==> src/rtl/anfsqrt_sqrchk_pkg.sv <==
// Shared definitions for the squaring / root-check unit.
//   state_t : FSM state encoding (IDLE, MUL, CHK, DONE), 2 bits.
//   DEF_W   : default root width in bits.
package anfsqrt_sqrchk_pkg;

    localparam int DEF_W = 16;

    typedef enum logic [1:0] {
        ST_IDLE = 2'd0,
        ST_MUL  = 2'd1,
        ST_CHK  = 2'd2,
        ST_DONE = 2'd3
    } state_t;

endpackage

==> src/rtl/anfsqrt_sqrchk_step.sv <==
// One step of a bit-serial shift-add multiplier. Purely combinational.
// It adds the multiplicand into the accumulator when the current
// multiplier LSB is set. It then shifts the multiplicand left and the
// multiplier right.
// Ports:
//   i_acc / o_acc     : 2W-bit partial product in / out
//   i_mcand / o_mcand : 2W-bit shifted multiplicand in / out
//   i_mult / o_mult   : W-bit remaining multiplier bits in / out
module anfsqrt_sqr_step #(
    parameter int W = 16
) (
    input  logic [2*W-1:0] i_acc,
    input  logic [2*W-1:0] i_mcand,
    input  logic [W-1:0]   i_mult,
    output logic [2*W-1:0] o_acc,
    output logic [2*W-1:0] o_mcand,
    output logic [W-1:0]   o_mult
);

    // The accumulator never exceeds (2^W-1)^2, so this add cannot overflow.
    assign o_acc   = i_mult[0] ? (i_acc + i_mcand) : i_acc;
    assign o_mcand = i_mcand << 1;
    assign o_mult  = i_mult >> 1;

endmodule

==> src/rtl/anfsqrt_sqrchk.sv <==
// Iterative squaring and root-check unit.
// A request carries a candidate root r and a radicand n. The unit squares r
// over W fixed cycles. It then reports r*r and whether r == floor(sqrt(n)).
// Ports:
//   clk, rst_n           : clock, synchronous active-low reset
//   in_valid / in_ready  : request handshake
//   in_root  [W-1:0]     : candidate root r
//   in_rad   [2W-1:0]    : radicand n
//   out_valid / out_ready: result handshake
//   out_sq   [2W-1:0]    : r*r
//   out_ok               : 1 iff r*r <= n < (r+1)^2
module anfsqrt_sqrchk
    import anfsqrt_sqrchk_pkg::*;
#(
    parameter int W = DEF_W
) (
    input  logic           clk,
    input  logic           rst_n,
    input  logic           in_valid,
    output logic           in_ready,
    input  logic [W-1:0]   in_root,
    input  logic [2*W-1:0] in_rad,
    output logic           out_valid,
    input  logic           out_ready,
    output logic [2*W-1:0] out_sq,
    output logic           out_ok
);

    localparam int CW = $clog2(W) + 1;

    state_t         r_state;
    state_t         w_state_next;
    logic [W-1:0]   r_root;
    logic [2*W-1:0] r_rad;
    logic [2*W-1:0] r_acc;
    logic [2*W-1:0] r_mcand;
    logic [W-1:0]   r_mult;
    logic [CW-1:0]  r_cnt;
    logic [2*W-1:0] r_sq;
    logic           r_ok;

    logic [2*W-1:0] w_acc_next;
    logic [2*W-1:0] w_mcand_next;
    logic [W-1:0]   w_mult_next;
    logic [2*W:0]   w_hi;
    logic           w_ok;
    logic           w_accept;
    logic           w_last_step;

    assign w_accept    = in_valid && (r_state == ST_IDLE);
    assign w_last_step = (r_cnt == CW'(W - 1));

    anfsqrt_sqr_step #(.W(W)) u_step (
        .i_acc   (r_acc),
        .i_mcand (r_mcand),
        .i_mult  (r_mult),
        .o_acc   (w_acc_next),
        .o_mcand (w_mcand_next),
        .o_mult  (w_mult_next)
    );

    // (r+1)^2 = r^2 + 2r + 1. This reaches 2^(2W) when r is all ones,
    // so it takes one extra bit.
    assign w_hi = {1'b0, r_acc} + {{W{1'b0}}, r_root, 1'b0} + (2*W+1)'(1);
    assign w_ok = (r_acc <= r_rad) && ({1'b0, r_rad} < w_hi);

    // State register
    always_ff @(posedge clk) begin
        if (!rst_n) begin
            r_state <= ST_IDLE;
        end else begin
            r_state <= w_state_next;
        end
    end

    // Next-state logic. The multiply has a fixed W-cycle latency.
    // It does not exit early when the multiplier runs out of set bits.
    always_comb begin
        w_state_next = r_state;
        case (r_state)
            ST_IDLE: if (w_accept)    w_state_next = ST_MUL;
            ST_MUL:  if (w_last_step) w_state_next = ST_CHK;
            ST_CHK:                   w_state_next = ST_DONE;
            ST_DONE: if (out_ready)   w_state_next = ST_IDLE;
            default:                  w_state_next = ST_IDLE;
        endcase
    end

    // Output decode. All outputs read as zero while reset is held, even
    // before the first reset edge has cleared the registers.
    always_comb begin
        in_ready  = 1'b0;
        out_valid = 1'b0;
        out_sq    = '0;
        out_ok    = 1'b0;
        if (rst_n) begin
            in_ready  = (r_state == ST_IDLE);
            out_valid = (r_state == ST_DONE);
            out_sq    = r_sq;
            out_ok    = r_ok;
        end
    end

    // Operand and multiplier datapath
    always_ff @(posedge clk) begin
        if (!rst_n) begin
            r_root  <= '0;
            r_rad   <= '0;
            r_acc   <= '0;
            r_mcand <= '0;
            r_mult  <= '0;
            r_cnt   <= '0;
            r_sq    <= '0;
            r_ok    <= 1'b0;
        end else begin
            case (r_state)
                ST_IDLE: begin
                    if (w_accept) begin
                        r_root  <= in_root;
                        r_rad   <= in_rad;
                        r_acc   <= '0;
                        r_mcand <= {{W{1'b0}}, in_root};
                        r_mult  <= in_root;
                        r_cnt   <= '0;
                    end
                end
                ST_MUL: begin
                    r_acc   <= w_acc_next;
                    r_mcand <= w_mcand_next;
                    r_mult  <= w_mult_next;
                    r_cnt   <= r_cnt + CW'(1);
                end
                ST_CHK: begin
                    r_sq <= r_acc;
                    r_ok <= w_ok;
                end
                default: ;
            endcase
        end
    end

endmodule
==> config.mk <==
export PLATFORM = sky130hd
export DESIGN_NAME = anfsqrt_sqrchk
export DESIGN_NICKNAME = d
export VERILOG_FILES = /design/src/rtl/anfsqrt_sqrchk_pkg.sv /design/src/rtl/anfsqrt_sqrchk_step.sv /design/src/rtl/anfsqrt_sqrchk.sv
export SDC_FILE = /design/constraint.sdc
export NUM_CORES = 1
export LEC_CHECK = 0
export ABC_CLOCK_PERIOD_IN_PS = 4450
export BUFFER_PORTS_ARGS = -buffer_cell sky130_fd_sc_hd__buf_2
export CAP_MARGIN = 15
export CORE_UTILIZATION = 40
export CTS_BUF_LIST = sky130_fd_sc_hd__clkbuf_4
export DETAILED_ROUTE_END_ITERATION = 12
export PLACE_DENSITY_LB_ADDON = 0.2
export SYNTH_ARGS = -nofsm -noshare
export SYNTH_HDL_FRONTEND = slang
export SYNTH_SLANG_ARGS = --single-unit
export TNS_END_PERCENT = 5
==> constraint.sdc <==
create_clock -name clk -period 4.45 [get_ports clk]
set_clock_uncertainty 0.15 [all_clocks]
set_input_delay 0.89 -clock clk [delete_from_list [all_inputs] [get_ports clk]]
set_output_delay 0.89 -clock clk [all_outputs]
set_load 0.02 [all_outputs]
# == Word-level counts from Yosys, hierarchy flattened ==
# Cells that the tools add are included.
# totals
ff_bits,168
input_bits,52
wordCells,48
# classes
add_sub_neg,4
order_cmp,2
n_eq_ne,8
mux,17
n_reduce_logical,8
# op_table
cell,count
32-bit two-way mux,4
32-bit one-hot mux with 2 select lines,2
32-bit by 17-bit adder with 33-bit output,1
"33-bit by 1-bit adder with 33-bit output, second input constant",1
32-bit by 33-bit less-than comparator with 1-bit output,1
32-bit adder,1
32-bit <= comparator,1
16-bit one-hot mux with 2 select lines,1
16-bit two-way mux,1
5-bit one-hot mux with 2 select lines,1
"2-bit != test, second input constant",4
2-bit one-hot mux with 4 select lines,1
2-bit two-way mux,3
3-bit AND reduction,2
"5-bit by 1-bit adder with 5-bit output, second input constant",1
"5-bit by 4-bit equality test with 1-bit output, second input constant",1
5-bit two-way mux,1
"2-bit equality test, second input constant",2
2-bit AND reduction,2
1-bit two-way mux,3
"2-bit by 1-bit equality test with 1-bit output, second input constant",1
1-bit logical AND,2
2-bit zero test,1
2-bit nonzero test,1

# == Depth between registers and ports, before layout ==
# logic_depth
depth_word,4
mapped_depth,19
depth_no_buf,19

# == Modules after synthesis ==
# A second synthesis with hierarchy kept.
# hier_totals
cells_unflattened,1395
area_unflattened_um2,11740.0
# by_module_without_submodules
mod,n_inst,cells_each,area_each_um2,seq_area_each_um2
anfsqrt_sqrchk,1,1082,9360.2,3363.2
anfsqrt_sqr_step,1,313,2379.8,0.0

# == Worst setup path before layout ==
# OpenSTA, ideal clock, no wires.
# synth_path
kind,register to register
from,register r_acc[1]
to,register r_ok
setup_ns,0.086
t_arrival_ns,3.909
slack_ns,0.306
path_stages_with_launch,20
path_buffers,0
period_less_slack_ns,4.144
cell_sequence,dfxtp_1 fa_1 a21o_1 a21oi_2 nor2b_1 o31a_1 a221oi_4 a21oi_2 a221o_2 nand2_1 xor2_1 ha_1 a21o_1 a21oi_1 o21ai_0 o21ai_0 a211oi_1 a2111oi_0 a211oi_1 a211oi_1
# synth_via
elab_chain_cells,4
elab_cells_between_ends,5
# synth_lines
element,line_no,text
start: declaration,anfsqrt_sqrchk.sv:35,logic [2*W-1:0] r_acc;
start signal: assignment,anfsqrt_sqrchk.sv:128,r_acc <= w_acc_next;
32-bit by 17-bit adder with 33-bit output,anfsqrt_sqrchk.sv:64,"assign w_hi = {1'b0, r_acc} + {{W{1'b0}}, r_root, 1'b0} + (2*W+1)'(1);"
33-bit by 1-bit adder with 33-bit output,anfsqrt_sqrchk.sv:64,
32-bit by 33-bit less-than comparator with 1-bit output,anfsqrt_sqrchk.sv:65,"assign w_ok = (r_acc <= r_rad) && ({1'b0, r_rad} < w_hi);"
1-bit logical AND *,anfsqrt_sqrchk.sv:65,
end signal: assignment,anfsqrt_sqrchk.sv:135,r_ok <= w_ok;
end: declaration,anfsqrt_sqrchk.sv:40,logic r_ok;
# Mark *: on every way between the ends. The rest lies on a longest branch, timed or not.
# A chain may end at the register's enable or synchronous reset.

# == Worst setup path in the final report ==
# layout_path
from,register r_acc[0]
to,register r_ok
# The elaborated chain is that of the path after synthesis.

==> out/metrics.yaml <==
place:
  portBuffers: 86
  dpl.hpwl_um: 20400
  gp_congestion: 0.908
  dp.cells: 1653
worst_setup_path:
  start_kind: "flip-flop"
  crit_start: "r_acc[0]"
  critPathMaxFanout: 3
  end_kind: "flip-flop"
  r2r-start: "r_acc[0]"
  required_ns: 4.80
  cp_data_arrival_time_ns: 4.75
  crit_type: "flip-flop to flip-flop"
sta:
  slew-limit-headroom_pct: 32.0
  rsz0062_at_grt: "true"
  drv_slew: 0
  tightest_slew_ns: 1.02
  finalHoldViolCount: 0
  setup_viol: 0
  period_share_pct: 98.9
  max_freq_mhz: 227
  period_needed_ns: 4.40
worst_hold_path:
  hold_path.class: "flip-flop to flip-flop"
  min_from: "r_root[4]"
synth:
  yosysWarnings: 0
  synthCells: 1255
  async_reset_ff_share_pct: 0
  synth_nets: 1426
  avgSynthCellArea_um2: 8.46
  synth_seq_area_share_pct: 31.7
  ys_types: 58
  synthFlopType: "dfxtp_1"
  ys_seq_elements: 168
  syn_area_mm2: 0.0106
  synth-edff-count: 0
layout:
  mostFrequentLayoutCells: "nand2_1 (169), dfxtp_1 (166), ha_1 (115)"
  multi_input_area_mm2: 0.00689
  layout_commonest_cell: "nand2_1"
  area.growth.synth_to_final_pct: 12.0
  ff_latch_area_mm2: 0.00337
  nets: 1513
  nFillCells: 2594
  stdcell_count: 1690
  drive_gt1_share_pct: 13.4
pwr:
  p_leak_nw: 5.26
  vdd.ir_drop.worst_mv: 0.459
  powerDensity_mw_per_mm2: 408
  total_power_mw: 4.85
routing:
  vias_per_cell: 5.27
  first_iter_violations: 524
  routed_wirelength_um: 27000
  final_antenna_net_count: 0
  wl_met1_um: 14500
  vias: 8904
  wl_per_cell_um: 16.0
  highest_layer: "met4"
  dr_wl_met3_um: 795
  routed-wl-met2_um: 11500
  drt_pre_antenna_iters: 5
  drc: 0
clock_tree:
  cts_tree: "yes"
  cts-root-buf: "clkbuf_4"
  clk_pin_slew_ns: 0.15
  numCtsBuffers: 17
  cts.sinks: 168
  clk_latency_ns: 0.58
  postCtsHoldBufs: 0
  htreeDepth: 4
  clockBufferDepth: 2
global_route:
  grt_pass1_vias: 8178
  grt-ovfl-total: 0
  track_usage_pct: 20.3
  antenna_found_initial: 1
  grt_pass1_wl_um: 43000
  grt_max_degree: 86
floorplanning:
  die_area_mm2: 0.0272
  coreArea_mm2: 0.0261
  initial_core_util_pct: 40.7
  die_h_um: 165
  num_io_pins: 87
  placementRows: 59
  dieWidth_um: 165
run:
  cap_violations: 0
status:
  outcome: "finished clean"
## cells in the mapped netlist, drive strengths merged, types with 12 or more instances
cell    count  share of area [%]
a211oi     13               0.97
a21boi     48                3.4
a21o       29                2.1
a21oi      82                4.0
a22oi      35                2.5
and2       43                2.5
clkbuf     54                1.9
dfxtp     168                 32
ha        117                 14
inv        50                1.8
mux2i      36                3.4
nand2     171                6.0
nand3      21               0.99
nor2       33                1.2
nor2b      95                5.6
nor3       12               0.61
o211a      31                2.9
o21ai      64                3.1
xnor2      21                1.7
xor2       34                2.8
## stage by stage
step	hold WS [ns]	worst slack (ns)	cell area, um^2	TNS, ns	util (%)
2_1_floorplan	0.298	0.306	10600	0	-
3_3_place_gp	0.308	0.0925	11500	0	44.3
3_5_place_dp	0.314	0.0151	11500	0	44.3
4_1_cts	0.335	0.0326	11800	0	45.4
5_1_grt	0.350	-0.234	11900	-0.234	45.6
6_report	0.330	0.0495	11900	0	45.6
## report_power, final
group	internal (mW)	switching [mW]	total (mW)	leakage, nW
Clock	0.398	0.557	0.955	0.151
Combinational	0.756	1.19	1.95	3.74
Sequential	1.75	0.204	1.95	1.37
## registers in the layout, summed over array words and instances, names as in the netlist
register / count
r_acc: 32
r_cnt: 5
r_mcand: 32
r_mult: 16
r_ok: 1
r_rad: 32
r_root: 16
r_sq: 32
r_state: 2
## worst max-delay path, stage by stage, from the launching register on
cell and delay (ns):
dfxtp_2 0.36, fa_2 0.39, a21o_1 0.17, a21oi_2 0.15, nor2b_1 0.08, o31a_1 0.35, a221oi_4 0.35, a21oi_2 0.11
a221o_2 0.42, nand2_2 0.08, xor2_1 0.15, ha_1 0.26, a21o_1 0.17, a21oi_2 0.13, o21ai_1 0.07, o21ai_1 0.16
a211oi_2 0.10, a2111oi_2 0.30, a211oi_1 0.12, a211oi_1 0.24
## final cells by class
cell class | count | area share [%]
tap | 335 | 3.53
clock buffer | 19 | 1.20
antenna | 1 | 0.0210
sequential | 168 | 28.3
timing repair buffer | 126 | 6.17
clock inverter | 12 | 1.28
inverter | 50 | 1.58
multi-input combinational | 979 | 57.9
## layer usage
metal | track usage, % | vias to the layer above
met3 | 2.89 | 15
met5 | 0 | -
met2 | 31.0 | 139
met4 | 4.09 | 0
li1 | - | 4593
met1 | 30.1 | 4157
## worst paths after layout
kind / to / slack (ns) / cells past startpoint
max reg2reg: r_ok / 0.05 / 19
min reg2reg: r_root[4] / 0.33 / 2
min: r_root[4] / 0.33 / 2
max: r_ok / 0.05 / 19
## logic make-up (layout without fill, tap and decap cells)
group / count (synthesis) / in the layout / share of synthesized area [%]
and+or+nand+nor: 421 / 421 / 19.9
AOI/OAI and AO/OA: 348 / 348 / 22.5
DFF: 168 / 168 / 31.7
adders and majority gates: 119 / 119 / 14.2
buffers and inverters: 108 / 207 / 3.82
xor gates and xnor gates: 55 / 55 / 4.54
muxes: 36 / 36 / 3.40
other: 0 / 1 / 0
## timing repair
item                                    4_1_cts  5_1_grt
endpoints found under the setup margin        1        1
pin swaps                                     0       11
buffers inserted                              0        5
endpoints found under the hold margin         0        0
gates resized for setup                       1        9
No activity file was read; power rests on OpenSTA's default activity.
